File: config.mk
export PLATFORM = sky130hd
export DESIGN_NAME = pll_lock_sequencer_flat
export DESIGN_NICKNAME = d
export VERILOG_FILES = /design/src/rtl/pll_lock_sequencer_if.sv /design/src/rtl/pll_lock_sequencer.sv /design/src/flat_wrapper.sv
export SDC_FILE = /design/constraint.sdc
export NUM_CORES = 1
export LEC_CHECK = 0
export BUFFER_PORTS_ARGS = -buffer_cell sky130_fd_sc_hd__buf_2
export CORE_ASPECT_RATIO = 1.2
export CORE_MARGIN = 4
export CORE_UTILIZATION = 55
export CTS_CLUSTER_SIZE = 24
export DETAILED_ROUTE_END_ITERATION = 10
export MAX_ROUTING_LAYER = met4
export PLACE_DENSITY_LB_ADDON = 0.05
export SLEW_MARGIN = 20
export SYNTH_ARGS = -nofsm -noshare
export SYNTH_HDL_FRONTEND = slang
export SYNTH_SLANG_ARGS = --single-unit
File: constraint.sdc
create_clock -name clk -period 1.96 [get_ports clk]
set_input_delay 0.196 -clock clk [delete_from_list [all_inputs] [get_ports clk]]
set_output_delay 0.196 -clock clk [all_outputs]
set_load 0.005 [all_outputs]
File: src/rtl/pll_lock_sequencer_if.sv
// Control/status bundle between the PLL lock sequencer and its surroundings.
// The master side drives lock/restart/clear inputs; the slave (sequencer) drives status.
interface pll_lock_sequencer_if #(
  parameter int RW = 2
);
  logic          locked_in;
  logic          restart;
  logic          clr_lost;
  logic          pll_areset;
  logic          pll_ready;
  logic          lock_lost;
  logic          fail;
  logic [RW-1:0] retry_cnt;
  logic [2:0]    state_o;

  modport master (
    output locked_in, restart, clr_lost,
    input  pll_areset, pll_ready, lock_lost, fail, retry_cnt, state_o
  );

  modport slave (
    input  locked_in, restart, clr_lost,
    output pll_areset, pll_ready, lock_lost, fail, retry_cnt, state_o
  );
endinterface

File: src/rtl/pll_lock_sequencer.sv
// PLL start-up/recovery sequencer: pulses the PLL reset, waits for and qualifies lock,
// publishes pll_ready, and retries timed-out attempts before declaring failure.
//   state     | meaning
//   RESET_PLL | pll_areset held for RST_CYCLES
//   WAIT_LOCK | waiting for synchronized lock, bounded by LOCK_TIMEOUT
//   STABLE    | lock must stay high for LOCK_STABLE consecutive cycles
//   READY     | PLL usable; lock drop restarts the sequence
//   FAIL      | retries exhausted; held until restart or reset
module pll_lock_sequencer #(
  parameter int RST_CYCLES   = 10,
  parameter int LOCK_TIMEOUT = 50000,
  parameter int LOCK_STABLE  = 64,
  parameter int MAX_RETRY    = 3
) (
  input logic                  clk,
  input logic                  rst_n,
  pll_lock_sequencer_if.slave  bus
);
  localparam int RW   = $clog2(MAX_RETRY + 1);
  localparam int M1   = (RST_CYCLES > LOCK_TIMEOUT) ? RST_CYCLES : LOCK_TIMEOUT;
  localparam int CMAX = (M1 > LOCK_STABLE) ? M1 : LOCK_STABLE;
  localparam int CW   = $clog2(CMAX + 1);

  typedef enum logic [2:0] {
    S_RESET_PLL = 3'd0,
    S_WAIT_LOCK = 3'd1,
    S_STABLE    = 3'd2,
    S_READY     = 3'd3,
    S_FAIL      = 3'd4
  } state_e;

  state_e        state_q, state_d;
  logic [CW-1:0] cnt_q, cnt_d;
  logic [RW-1:0] retry_q, retry_d;
  logic          lost_q, lost_d;
  logic          areset_q, areset_d;
  logic          ready_q, ready_d;
  logic          fail_q, fail_d;
  logic          lock_meta_q, locked_s_q;
  logic          drop;

  always_ff @(posedge clk) begin
    if (!rst_n) begin
      state_q     <= S_RESET_PLL;
      cnt_q       <= '0;
      retry_q     <= '0;
      lost_q      <= 1'b0;
      areset_q    <= 1'b1;
      ready_q     <= 1'b0;
      fail_q      <= 1'b0;
      lock_meta_q <= 1'b0;
      locked_s_q  <= 1'b0;
    end else begin
      state_q     <= state_d;
      cnt_q       <= cnt_d;
      retry_q     <= retry_d;
      lost_q      <= lost_d;
      areset_q    <= areset_d;
      ready_q     <= ready_d;
      fail_q      <= fail_d;
      lock_meta_q <= bus.locked_in;
      locked_s_q  <= lock_meta_q;
    end
  end

  always_comb begin
    state_d = state_q;
    cnt_d   = cnt_q + CW'(1);
    retry_d = retry_q;
    drop    = (state_q == S_READY) && !locked_s_q;
    case (state_q)
      S_RESET_PLL: begin
        if (cnt_q == CW'(RST_CYCLES - 1)) begin
          state_d = S_WAIT_LOCK;
          cnt_d   = '0;
        end
      end
      S_WAIT_LOCK: begin
        if (locked_s_q) begin
          state_d = S_STABLE;
          cnt_d   = '0;
        end else if (cnt_q == CW'(LOCK_TIMEOUT - 1)) begin
          cnt_d = '0;
          if (retry_q == RW'(MAX_RETRY)) begin
            state_d = S_FAIL;
          end else begin
            state_d = S_RESET_PLL;
            retry_d = retry_q + RW'(1);
          end
        end
      end
      S_STABLE: begin
        if (!locked_s_q) begin
          state_d = S_WAIT_LOCK;
          cnt_d   = '0;
        end else if (cnt_q == CW'(LOCK_STABLE - 1)) begin
          state_d = S_READY;
          cnt_d   = '0;
          retry_d = '0;
        end
      end
      S_READY: begin
        cnt_d = '0;
        if (drop) state_d = S_RESET_PLL;
      end
      S_FAIL: cnt_d = '0;
      default: begin
        state_d = S_RESET_PLL;
        cnt_d   = '0;
      end
    endcase

    if (bus.restart) begin
      state_d = S_RESET_PLL;
      cnt_d   = '0;
      retry_d = '0;
    end

    // A real lock loss is recorded even when restart or clr_lost coincide.
    lost_d = lost_q;
    if (drop)              lost_d = 1'b1;
    else if (bus.clr_lost) lost_d = 1'b0;

    areset_d = (state_d == S_RESET_PLL) || (state_d == S_FAIL);
    ready_d  = (state_d == S_READY);
    fail_d   = (state_d == S_FAIL);
  end

  assign bus.pll_areset = areset_q;
  assign bus.pll_ready  = ready_q;
  assign bus.lock_lost  = lost_q;
  assign bus.fail       = fail_q;
  assign bus.retry_cnt  = retry_q;
  assign bus.state_o    = state_q;
endmodule

File: src/flat_wrapper.sv
// flat-port wrapper written by rule: the top's interface ports become plain ports
module pll_lock_sequencer_flat 
#(
  parameter int RST_CYCLES   = 10,
  parameter int LOCK_TIMEOUT = 50000,
  parameter int LOCK_STABLE  = 64,
  parameter int MAX_RETRY    = 3
)
  (clk, rst_n, bus_locked_in, bus_restart, bus_clr_lost, bus_pll_areset, bus_pll_ready, bus_lock_lost, bus_fail, bus_retry_cnt, bus_state_o);
  pll_lock_sequencer_if #(.RW(($clog2(MAX_RETRY + 1)))) bus_i ();
  input logic clk;
  input logic rst_n;
  input wire logic [$bits(bus_i.locked_in)-1:0] bus_locked_in;
  input wire logic [$bits(bus_i.restart)-1:0] bus_restart;
  input wire logic [$bits(bus_i.clr_lost)-1:0] bus_clr_lost;
  output wire logic [$bits(bus_i.pll_areset)-1:0] bus_pll_areset;
  output wire logic [$bits(bus_i.pll_ready)-1:0] bus_pll_ready;
  output wire logic [$bits(bus_i.lock_lost)-1:0] bus_lock_lost;
  output wire logic [$bits(bus_i.fail)-1:0] bus_fail;
  output wire logic [$bits(bus_i.retry_cnt)-1:0] bus_retry_cnt;
  output wire logic [$bits(bus_i.state_o)-1:0] bus_state_o;
  assign bus_i.locked_in = bus_locked_in;
  assign bus_i.restart = bus_restart;
  assign bus_i.clr_lost = bus_clr_lost;
  assign bus_pll_areset = bus_i.pll_areset;
  assign bus_pll_ready = bus_i.pll_ready;
  assign bus_lock_lost = bus_i.lock_lost;
  assign bus_fail = bus_i.fail;
  assign bus_retry_cnt = bus_i.retry_cnt;
  assign bus_state_o = bus_i.state_o;
  pll_lock_sequencer #(.RST_CYCLES(RST_CYCLES), .LOCK_TIMEOUT(LOCK_TIMEOUT), .LOCK_STABLE(LOCK_STABLE), .MAX_RETRY(MAX_RETRY)) u_core (.clk(clk), .rst_n(rst_n), .bus(bus_i));
endmodule
======== Yosys cells after proc, flatten, opt, wreduce, memory -nomap -nowiden ========
Index checks and enable logic that the tools add are counted.
word-level totals
  flip-flop bits (word level) ............. 27
  bits of input ports ..................... 5
  output and inout bits ................... 9
  logic and storage cells ................. 59
operators by class
  add/sub/neg operators ................... 2
  equal/unequal tests ..................... 15
  mux-type cells .......................... 23
  bitwise logic cells ..................... 1
  reduce and logical (&&, ||, !) cells .... 9
operators by type and width
  operator                                                                  number
  16-bit two-way mux                                                        5
  16-bit case mux with 3 select lines                                       1
  3-bit two-way mux                                                         8
  16-bit by 1-bit adder with 16-bit output (second input constant)          1
  16-bit == test (second input constant)                                    1
  16-bit by 4-bit == test with 1-bit output (second input constant)         1
  16-bit by 6-bit == test with 1-bit output (second input constant)         1
  3-bit case mux with 5 select lines                                        1
  2-bit two-way mux                                                         5
  3-bit by 2-bit == test with 1-bit output (second input constant)          3
  3-bit == test (second input constant)                                     2
  3-bit logical NOT                                                         2
  2-bit by 1-bit inequality test with 1-bit output (second input constant)  3
  6-bit AND reduction                                                       1
  2-bit inequality test (second input constant)                             2
  2-bit case mux with 2 select lines                                        1
  2-bit nonzero test                                                        2
  3-bit by 1-bit == test with 1-bit output (second input constant)          1
  2-bit by 1-bit adder with 2-bit output (second input constant)            1
  2-bit == test (second input constant)                                     1
  1-bit two-way mux                                                         2
  2-bit OR reduction                                                        1
  1-bit logical AND                                                         1
  1-bit logical NOT                                                         1
  other kinds (2)                                                           2

======== Logic depth before layout (Yosys ltp) ========
Gate-level depths: netlist of run 1.
  depth in word-level cells ............... 8
  mapped depth ............................ 8
  depth with buffers taken out ............ 7

======== Worst setup path before layout of run 1 ========
OpenSTA, ideal clock, no wires.
  kind .................................... register to register
  from .................................... register u_core.cnt_q[13]
  to ...................................... register u_core.cnt_q[11]
  setup time .............................. 115 ps
  data arrival time ....................... 1,696 ps
  required time ........................... 1,845 ps
  slack ................................... 150 ps
  cell stages (with the launch flop) ...... 7
  buffers on the path ..................... 1
  clock period less this slack ............ 1,810 ps
  cells stage by stage .................... dfxtp_1 -> or4_4 -> nor3_4 -> a21bo_2 -> o221a_2 -> buf_4 -> nor2_1
between the ends
  longest elaborated chain between the ends .. 4
  elaborated cells on any way between the ends .. 9
  those cells by class .................... 3 x eq/ne; 6 x mux
ends and longest elaborated chain
  what                                                                                RTL line                                            RTL
  from (decl)                                                                         pll_lock_sequencer.sv:33                            logic [CW-1:0] cnt_q, cnt_d;
  from (signal assigned)                                                              pll_lock_sequencer.sv:55                            cnt_q <= cnt_d;
  16-bit by 6-bit == test with 1-bit output / 16-bit == test (equally long branches)  pll_lock_sequencer.sv:96, pll_lock_sequencer.sv:82
  16-bit two-way mux, on equally long branches                                        pll_lock_sequencer.sv:96, pll_lock_sequencer.sv:82
  16-bit two-way mux, on equally long branches                                        pll_lock_sequencer.sv:93, pll_lock_sequencer.sv:79
  16-bit case mux with 3 select lines *                                               pll_lock_sequencer.sv:71                            case (state_q)
Mark *: on every way between the ends. The rest lies on a longest branch, timed or not.
A chain may end at the register's enable or synchronous reset.

======== Final worst setup path of run 1 ========
  from .................................... register u_core.cnt_q[13]
  to ...................................... register u_core.retry_q[1] (netlist: u_core.bus.retry_cnt[1])
between the ends
  longest elaborated chain between the ends .. 3
  elaborated cells on any way between the ends .. 5
  those cells by class .................... 4 x eq/ne; 1 x reduce/logical
ends and longest elaborated chain
  what                                                                                RTL line                                            RTL
  16-bit by 6-bit == test with 1-bit output / 16-bit == test (equally long branches)  pll_lock_sequencer.sv:96, pll_lock_sequencer.sv:82
  2-bit by 1-bit inequality test with 1-bit output (no source line)                   --
  6-bit AND reduction (no source line) *                                              --
  to (signal assigned)                                                                pll_lock_sequencer.sv:56                            retry_q <= retry_d;
  to (decl)                                                                           pll_lock_sequencer.sv:34                            logic [RW-1:0] retry_q, retry_d;
Marked as above.

==> results of run 1 <==
cell usage after synthesis:
| master | count | area share (%) |
|---|---|---|
| and4_1 | 2 | 1.4 |
| nor3_4 | 1 | 1.3 |
| inv_1 | 3 | 0.90 |
| nor4b_1 | 1 | 0.70 |
| and2_1 | 4 | 2.0 |
| nand4_1 | 5 | 2.5 |
| dfxtp_1 | 27 | 43 |
| nand2b_1 | 1 | 0.50 |
| o221a_2 | 1 | 0.90 |
| xnor2_1 | 5 | 3.5 |
| xor2_1 | 9 | 6.3 |
| a21oi_2 | 1 | 0.70 |
| nor4_1 | 1 | 0.50 |
| nor2_1 | 20 | 6.0 |
| nor2b_1 | 3 | 1.5 |
| o21ai_0 | 1 | 0.40 |
| buf_4 | 1 | 0.60 |
| a21bo_2 | 1 | 0.80 |
| nor4b_4 | 1 | 1.9 |
| nor3_1 | 1 | 0.40 |
| a2bb2oi_1 | 1 | 0.70 |
| nand4b_2 | 1 | 1.2 |
| or4_1 | 2 | 1.2 |
| or3b_1 | 1 | 0.70 |
| a21oi_1 | 3 | 1.2 |
| ha_1 | 3 | 3.0 |
| nand3_1 | 9 | 3.6 |
| or2_0 | 1 | 0.50 |
| and3_1 | 5 | 2.5 |
| o32ai_1 | 1 | 0.70 |
| a31oi_1 | 2 | 1.0 |
| nor3b_1 | 1 | 0.60 |
| and2_2 | 1 | 0.60 |
| or4_4 | 1 | 0.90 |
| nand2_1 | 7 | 2.1 |
| nor4_4 | 1 | 1.7 |
| nor3b_2 | 1 | 1.0 |
| a41oi_1 | 1 | 0.70 |
metal layers:
layer	routed length, um	vias to the layer above	global-route usage (%)
li1	-	504	-
met1	945	482	20.4
met2	1280	18	35.3
met3	105	2	2.74
met4	19	0	6.37
met5	0	-	-
worst max-delay path by stage:
stage / start / endpoint / cells after the start
2_1_floorplan: u_core.cnt_q[13] / u_core.cnt_q[11] / 6
3_3_place_gp: u_core.cnt_q[13] / u_core.bus.retry_cnt[1] / 5
3_5_place_dp: u_core.cnt_q[13] / u_core.bus.retry_cnt[1] / 5
4_1_cts: u_core.cnt_q[13] / u_core.bus.retry_cnt[1] / 5
5_1_grt: u_core.cnt_q[13] / u_core.bus.retry_cnt[1] / 5
6_report: u_core.cnt_q[13] / u_core.bus.retry_cnt[1] / 5
stage by stage:
step           total power [mW]  hold slack, ns  instances  util [%]
2_1_floorplan             0.584           0.318        131         -
6_report                  0.820          0.0908        180      66.7
3_3_place_gp              0.597           0.404        176      65.2
4_1_cts                   0.828          0.0866        180      66.4
3_5_place_dp              0.599           0.420        176      65.2
5_1_grt                   0.857          0.0971        180      66.7
state kept, by name, indices dropped and copies added, names as in the netlist:
| signal | cells |
|---|---|
| u_core.bus.lock_lost | 1 |
| u_core.cnt_q | 16 |
| u_core.bus.fail | 1 |
| u_core.bus.state_o | 3 |
| u_core.bus.pll_areset | 1 |
| u_core.locked_s_q | 1 |
| u_core.bus.retry_cnt | 2 |
| u_core.bus.pll_ready | 1 |
| u_core.lock_meta_q | 1 |
cell type report:
type / instances / area [um2] / area share [%]
multi-input combinational: 100 / 696 / 49.2
inverter: 3 / 11.3 / 0.797
clock buffer: 4 / 26.3 / 1.86
sequential: 27 / 542 / 38.4
timing repair buffer: 16 / 100 / 7.09
tap: 30 / 37.5 / 2.66
kinds of logic (layout without fill, tap and decap cells):
family | count (synthesis) | count (layout) | share of synthesized area [%]
compound gates | 12 | 12 | 7.11
simple gates | 71 | 71 | 35.3
flops | 27 | 27 | 43.2
buf+inv | 4 | 23 | 1.50
xor+xnor | 14 | 14 | 9.81
fa+ha+maj | 3 | 3 | 3.00
what timing repair did:
action | CTS | global route
hold buffers | 0 | 0
resized for setup | 0 | 3
hold endpoints to repair | 0 | 0
endpoints found under the setup margin | 0 | 1
power groups by stage:
| stage | combinational [mW] | clock [mW] | sequential (mW) |
|---|---|---|---|
| 6_report | 0.0299 | 0.233 | 0.557 |
| 2_1_floorplan | 0.0162 | 0 | 0.568 |
| 4_1_cts | 0.0304 | 0.241 | 0.557 |
| 5_1_grt | 0.0341 | 0.265 | 0.558 |
| 3_5_place_dp | 0.0303 | 0 | 0.569 |
| 3_3_place_gp | 0.0294 | 0 | 0.568 |
critical path: stages (launching register included):
cell and delay, ns:
dfxtp_1 0.35, or4_4 0.57, nor3_4 0.18, nand4b_2 0.17
or3b_4 0.41, a21oi_2 0.13
==> results.sh, run 1 <==
export IMPL_worstSetupEndpointType="register"
export IMPL_cp_required_ns=2.22
export IMPL_postRouteAntennaNets=0
export IMPL_status="completed"
export IMPL_die_h_um=60.2
export IMPL_vias_per_cell=5.59
export IMPL_clk_pin_slew_ns=0.14
export IMPL_p_int_uw=647
export IMPL_synth_cell_types=38
export IMPL_synthCells=131
export IMPL_timing_final_hold_violations=0
export IMPL_r2r_slack_ns=0.09
export IMPL_cts_path_max_buffers=2
export IMPL_final_common_cell="dfxtp_1"
export IMPL_h_tree_depth=1
export IMPL_nNetsFinal=159
export IMPL_die_x_um=51.5
export IMPL_cap_viol_max_count=0
export IMPL_maxSlewHeadroom_pct=68.0
export IMPL_fin_area_mm2=0.00141
export IMPL_die_area_mm2=0.00310
export IMPL_power_frac_clock_pct=28.4
export IMPL_core_area_mm2=0.00212
export IMPL_cts_root_buf="clkbuf_4"
export IMPL_critPathMaxFanout=4
export IMPL_skew_ns=0.00313
export IMPL_cts_sinks=27
export IMPL_fin_setup_tns_ns=0
export IMPL_grt_pass1_wl_um=4400
export IMPL_power_switching_uw=173
export IMPL_fin_crit_ns=1.87
export IMPL_min_period_over_period_pct=95.3
export IMPL_crit_arrival_ns=2.13
export IMPL_clock_latency_ns=0.31
export IMPL_hold_path_depth=2
export IMPL_power_density_mw_per_mm2=580
export IMPL_irDropWorstVdd_v=0.000403
export IMPL_setup_ws_ns=0.0916
export IMPL_fmax_mhz=535
export IMPL_synth_nets=139
export IMPL_rows=18
export IMPL_start_kind="register"
export IMPL_synth_seq_cells=27
export IMPL_synth_area_per_cell_um2=9.54
export IMPL_min_to="u_core.lock_meta_q"
export IMPL_swShare_pct=21.0
export IMPL_cts_tree="built"
export IMPL_syn_area_mm2=0.00125
export IMPL_routed_wl_um=2350
export IMPL_rr_startpoint="u_core.cnt_q[13]"
export IMPL_rsz0062_at_grt="false"
export IMPL_gp_congestion=0.826
export IMPL_drive_gt1_share_pct=21.3
export IMPL_finalSetupViolations=0
export IMPL_placed_cell_area_mm2=0.00138
export IMPL_remaining_drc_errors=0
export IMPL_track_usage_pct=19.0
export IMPL_post_cts_repair_setup_buffers=0
export IMPL_wire_per_inst_um=13.0
export IMPL_ios=14
export IMPL_hpwlAfterDp_um=1820
export IMPL_place_ws_ns=0.0843
export IMPL_comb_power_share_pct=3.6
export IMPL_vias=1006
export IMPL_start_util_pct=59.0
export IMPL_numCtsBuffers=3
export IMPL_holdCritPathClass="in2reg"
export IMPL_area_delta_synth_final_pct=13.0
export IMPL_grt_max_degree=17
export IMPL_final_cell_mix="dfxtp_1, nor2_1, buf_2"
export IMPL_reg2reg_to="u_core.bus.retry_cnt[1]"
export IMPL_ys_warn_count=0
export IMPL_firstDrtPassIters=4
export IMPL_antenna_found_initial=0
export IMPL_worstHoldStart="bus_locked_in"
export IMPL_r2r_cells=5
export IMPL_path_class="reg2reg"
export IMPL_drv_slew=0
export IMPL_worstMarginPinSlew_ns=0.477
export IMPL_first_global_vias=1017
export IMPL_seqPwrFrac_pct=67.9
export IMPL_ys_seq_area_share_pct=43.2
export IMPL_io_buffers=13
export IMPL_num_antenna_cells=0
export IMPL_globalRouteOverflowTotal=0
export IMPL_leakagePower_nw=0.563
export IMPL_drt_iter0_drc=16
export IMPL_fillers=191
Power figures use the tool's default switching activity.
==> inputs of run 2 (changes only) <==
- CORE_UTILIZATION: 55 -> 50
- SKIP_CTS_REPAIR_TIMING: not set -> 1
- clock period: 1.96 -> 1.53 ns (I/O delays scaled with it)
==> run 2 against run 1 <==
Setup slack lost 0.41 ns. Non-clock buffer count is 26 higher. Critical path type unchanged. Cell area rose by 18%. Register-to-register slack worse by 0.41 ns. Final cell count is 16% higher. Critical path depth unchanged. Global-route usage decreased by 0.24 points. Sequential share of layout area down 5.6 points. Critical endpoint is now u_core.cnt_q[11]. Count of clock-buffer cells in the layout fell by 1. The run now ends with setup timing left. Total power rose by 30%.
==> results.sh, run 2 (synthesized netlist as in run 1, its figures left out) <==
export IMPL_status="finished, violations left"
export IMPL_violations="setup timing"
export IMPL_totalPowerFinal_mw=1.07
export IMPL_die_x_um=53.6
export IMPL_fmax_mhz=541
export IMPL_power_density_mw_per_mm2=640
export IMPL_core_area_mm2=0.00233
export IMPL_numCtsBuffers=3
export IMPL_num_antenna_cells=0
export IMPL_clk_pin_slew_ns=0.14
export IMPL_fin_crit_ns=1.85
export IMPL_worstHoldStart="bus_locked_in"
export IMPL_cp_required_ns=1.76
export IMPL_cts_tree="built"
export IMPL_drv_slew=0
export IMPL_post_route_util_pct=71.5
export IMPL_crit_arrival_ns=2.08
export IMPL_fin_setup_tns_ns=-6.19
export IMPL_rr_startpoint="u_core.cnt_q[9]"
export IMPL_cts_sinks=27
export IMPL_rsz0062_at_grt="true"
export IMPL_cap_viol_max_count=0
export IMPL_grt_max_degree=17
export IMPL_path_class="reg2reg"
export IMPL_critPathMaxFanout=8
export IMPL_irDropWorstVdd_v=0.000534
export IMPL_min_period_over_period_pct=121
export IMPL_ios=14
export IMPL_h_tree_depth=1
export IMPL_routed_wl_um=2910
export IMPL_firstDrtPassIters=4
export IMPL_cts_path_max_buffers=2
export IMPL_cts_root_buf="clkbuf_4"
export IMPL_hpwlAfterDp_um=2100
export IMPL_fillers=197
export IMPL_place_ws_ns=-0.257
export IMPL_setup_ws_ns=-0.319
export IMPL_vias_per_cell=5.39
export IMPL_start_util_pct=53.7
export IMPL_io_buffers=13
export IMPL_track_usage_pct=18.8
export IMPL_gp_congestion=0.894
export IMPL_globalRouteOverflowTotal=0
export IMPL_remaining_drc_errors=0
export IMPL_finalSetupViolations=23
export IMPL_timing_final_hold_violations=0
export IMPL_drt_iter0_drc=41
export IMPL_holdCritPathClass="in2reg"
export IMPL_skew_ns=0.0105
export IMPL_reg2reg_to="u_core.cnt_q[11]"
export IMPL_postRouteAntennaNets=0
export IMPL_area_delta_synth_final_pct=33.3
export IMPL_hold_path_depth=2
export IMPL_clock_latency_ns=0.33
export IMPL_leakagePower_nw=0.714
export IMPL_maxSlewHeadroom_pct=70.7
export IMPL_r2r_cells=5
export IMPL_antenna_found_initial=0
export IMPL_nNetsFinal=186
export IMPL_rows=19
export IMPL_worstSetupEndpointType="register"
export IMPL_final_cell_mix="buf_4, dfxtp_1, nor2_1"
export IMPL_start_kind="register"
export IMPL_final_common_cell="buf_4"
export IMPL_largest_reg_flops=16
export IMPL_min_to="u_core.lock_meta_q"
export IMPL_worstMarginPinSlew_ns=0.435
export IMPL_largest_register="u_core.cnt_q"
export IMPL_wire_per_inst_um=14.0
export IMPL_grt_pass1_wl_um=4790
export IMPL_r2r_slack_ns=-0.32
export IMPL_drive_gt1_share_pct=38.4
export IMPL_first_global_vias=1124
export IMPL_die_h_um=62.8
export IMPL_vias=1122
export IMPL_die_area_mm2=0.00337
-- run 2: cell types whose count changed in the layout (fill, tap and decap cells not counted), moves of 2 or more --
cell     change
buf_4       +25
a21oi_2      +2
buf_6        +2
dfxtp_1      -3
dfxtp_2      +3
a21oi_1      -2
-- run 2: power by group --
part / total (mW) / switching [mW] / internal [mW]
Clock: 0.309 / 0.211 / 0.0980
Combinational: 0.0457 / 0.0253 / 0.0204
Sequential: 0.712 / 0.00373 / 0.709
-- run 2: per-stage QoR --
| stage | area (um2) | hold WS [ns] | instances |
|---|---|---|---|
| detailed placement | 1580 | 0.365 | 202 |
| CTS | 1610 | 0.0242 | 206 |
| global placement | 1580 | 0.362 | 202 |
| finish | 1670 | 0.0310 | 208 |
| floorplan | 1280 | 0.275 | 131 |
| global route | 1670 | 0.0290 | 208 |
-- run 2: metal layers --
layer  up-vias  GRT usage (%)  wire length (um)
met4         0           5.43                45
met3         6           3.10                90
met5         -              -                 0
li1        561              -                 -
met2        25           31.3              1480
met1       530           22.5              1290
-- run 2: critical path, cell delays in order (launching register included) --
cell and delay [ns]:
dfxtp_1 0.34, or4_4 0.54, nor4_4 0.38, buf_4 0.19, o221a_4 0.25, nor2_1 0.06
-- run 2: final cells by class --
| class | count | area (um2) | area share [%] |
|---|---|---|---|
| clock buffer | 3 | 22.5 | 1.35 |
| inverter | 3 | 11.3 | 0.676 |
| sequential | 27 | 546 | 32.7 |
| multi-input combinational | 101 | 753 | 45.2 |
| tap | 31 | 38.8 | 2.33 |
| clock inverter | 1 | 5.00 | 0.300 |
| timing repair buffer | 42 | 290 | 17.4 |
-- run 2: worst max path at each step --
stage,startpoint,to,cells past startpoint
2_1_floorplan,u_core.cnt_q[13],u_core.bus.retry_cnt[1],5
3_3_place_gp,u_core.cnt_q[6],u_core.bus.pll_areset,5
3_5_place_dp,u_core.cnt_q[6],u_core.bus.pll_areset,5
4_1_cts,u_core.cnt_q[11],u_core.bus.retry_cnt[1],5
5_1_grt,u_core.cnt_q[13],u_core.cnt_q[0],5
6_report,u_core.cnt_q[9],u_core.cnt_q[11],5
==> inputs of run 3 (changes only) <==
- CORE_MARGIN: 4 -> 5
- RECOVER_POWER: not set -> 100
==> run 3 against run 2 <==
The run still ends with setup timing left. Routed wire length fell by 5.3%. Final cell count fell by 0.48%. Utilization fell by 0.67 points. Critical endpoint unchanged. Largest cell class unchanged. Largest power group unchanged.
==> results.sh, run 3 (synthesized netlist as in run 1, its figures left out) <==
export IMPL_status="finished, violations left"
export IMPL_violations="setup timing"
export IMPL_vias_per_cell=5.23
export IMPL_worstMarginPinSlew_ns=0.601
export IMPL_power_frac_clock_pct=29.1
export IMPL_path_class="reg2reg"
export IMPL_numCtsBuffers=3
export IMPL_hold_path_depth=2
export IMPL_critPathMaxFanout=8
export IMPL_timing_final_hold_violations=0
export IMPL_cts_path_max_buffers=2
export IMPL_antenna_found_initial=0
export IMPL_wire_per_inst_um=13.3
export IMPL_leakagePower_nw=0.673
export IMPL_min_to="u_core.lock_meta_q"
export IMPL_post_route_util_pct=70.9
export IMPL_hpwlAfterDp_um=2080
export IMPL_irDropWorstVdd_v=0.000796
export IMPL_drive_gt1_share_pct=38.6
export IMPL_cts_tree="built"
export IMPL_cts_sinks=27
export IMPL_reg2reg_to="u_core.cnt_q[11]"
export IMPL_track_usage_pct=16.3
export IMPL_holdCritPathClass="in2reg"
export IMPL_cap_viol_max_count=0
export IMPL_comb_power_share_pct=4.4
export IMPL_remaining_drc_errors=0
export IMPL_final_common_cell="buf_4"
export IMPL_die_x_um=55.6
export IMPL_r2r_cells=5
export IMPL_whs_ns=0.0418
export IMPL_fmax_mhz=533
export IMPL_clk_pin_slew_ns=0.15
export IMPL_skew_ns=0.00385
export IMPL_area_delta_synth_final_pct=33.4
export IMPL_gp_congestion=0.915
export IMPL_drt_iter0_drc=18
export IMPL_num_antenna_cells=0
export IMPL_rr_startpoint="u_core.cnt_q[11]"
export IMPL_rsz0062_at_grt="true"
export IMPL_ios=14
export IMPL_power_switching_uw=241
export IMPL_fin_setup_tns_ns=-6.79
export IMPL_start_kind="register"
export IMPL_drv_slew=0
export IMPL_grt_pass1_wl_um=4640
export IMPL_crit_arrival_ns=2.11
export IMPL_finalSetupViolations=23
export IMPL_first_global_vias=1102
export IMPL_maxSlewHeadroom_pct=59.4
export IMPL_io_buffers=13
export IMPL_die_area_mm2=0.00360
export IMPL_largest_register="u_core.cnt_q"
export IMPL_clock_latency_ns=0.32
export IMPL_cts_root_buf="clkbuf_4"
export IMPL_worstHoldStart="bus_locked_in"
export IMPL_swShare_pct=22.5
export IMPL_fin_crit_ns=1.87
export IMPL_postRouteAntennaNets=0
export IMPL_min_period_over_period_pct=123
export IMPL_power_density_mw_per_mm2=641
export IMPL_r2r_slack_ns=-0.34
export IMPL_die_h_um=64.8
export IMPL_routed_wl_um=2750
export IMPL_globalRouteOverflowTotal=0
export IMPL_final_cell_mix="buf_4, dfxtp_1, nor2_1"
export IMPL_rows=19
export IMPL_worstSetupEndpointType="register"
export IMPL_seqPwrFrac_pct=66.6
export IMPL_nNetsFinal=185
export IMPL_p_int_uw=829
export IMPL_h_tree_depth=1
export IMPL_vias=1082
export IMPL_firstDrtPassIters=4
export IMPL_grt_max_degree=17
export IMPL_largest_reg_flops=16
export IMPL_cp_required_ns=1.76
export IMPL_totalPowerFinal_mw=1.07
export IMPL_core_area_mm2=0.00235
export IMPL_setup_ws_ns=-0.345
export IMPL_start_util_pct=53.1
## run 3: cell count changes in the layout (fill, tap and decap cells not counted), moves of 2 or more
| cell | delta |
|---|---|
| nor2_1 | -8 |
| nor2_2 | +8 |
| buf_2 | -4 |
| clkbuf_1 | +4 |
| and2_0 | +2 |
| and2_1 | -2 |
## run 3: worst max-delay path: stages (launching register included)
cell,delay [ns]
dfxtp_2,0.35
or4_4,0.57
nor4_4,0.34
buf_4,0.20
o221a_4,0.28
nor2_1,0.05
## run 3: worst max path at each step
| stage | cells past startpoint | slack [ns] | start | to |
|---|---|---|---|---|
| floorplan | 5 | -0.21 | u_core.cnt_q[13] | u_core.bus.retry_cnt[1] |
| global placement | 5 | -0.23 | u_core.cnt_q[6] | u_core.bus.pll_areset |
| detailed placement | 5 | -0.28 | u_core.cnt_q[6] | u_core.bus.pll_areset |
| CTS | 5 | -0.31 | u_core.cnt_q[13] | u_core.bus.retry_cnt[1] |
| global route | 5 | -0.43 | u_core.cnt_q[11] | u_core.bus.pll_areset |
| finish | 5 | -0.34 | u_core.cnt_q[11] | u_core.cnt_q[11] |
## run 3: cell type report
| class | instances | area [um2] |
|---|---|---|
| Sequential cell | 27 | 544 |
| Fill cell | 192 | 686 |
| Tap cell | 31 | 38.8 |
| Multi-Input combinational cell | 101 | 769 |
| Clock inverter | 1 | 7.51 |
| Timing Repair Buffer | 41 | 274 |
| Clock buffer | 3 | 22.5 |
| Inverter | 3 | 11.3 |
## run 3: stage by stage
step,cells,cell area [um2],setup WS [ns]
finish,207,1670,-0.345
detailed placement,200,1560,-0.275
global route,207,1670,-0.426
CTS,204,1590,-0.310
floorplan,131,1280,-0.212
global placement,200,1560,-0.235
## run 3: layer usage
| layer | up-vias | GRT usage [%] | routed length (um) |
|---|---|---|---|
| met5 | - | - | 0 |
| met4 | 0 | 8.81 | 70 |
| met3 | 8 | 1.98 | 69 |
| met2 | 17 | 29.6 | 1420 |
| met1 | 501 | 17.1 | 1200 |
| li1 | 556 | - | - |
## run 3: power groups by stage
stage / clock network, mW / logic, mW / registers [mW]
finish: 0.311 / 0.0468 / 0.712
global route: 0.367 / 0.0521 / 0.713
CTS: 0.330 / 0.0394 / 0.712
detailed placement: 0 / 0.0392 / 0.728
global placement: 0 / 0.0379 / 0.727
floorplan: 0 / 0.0240 / 0.728
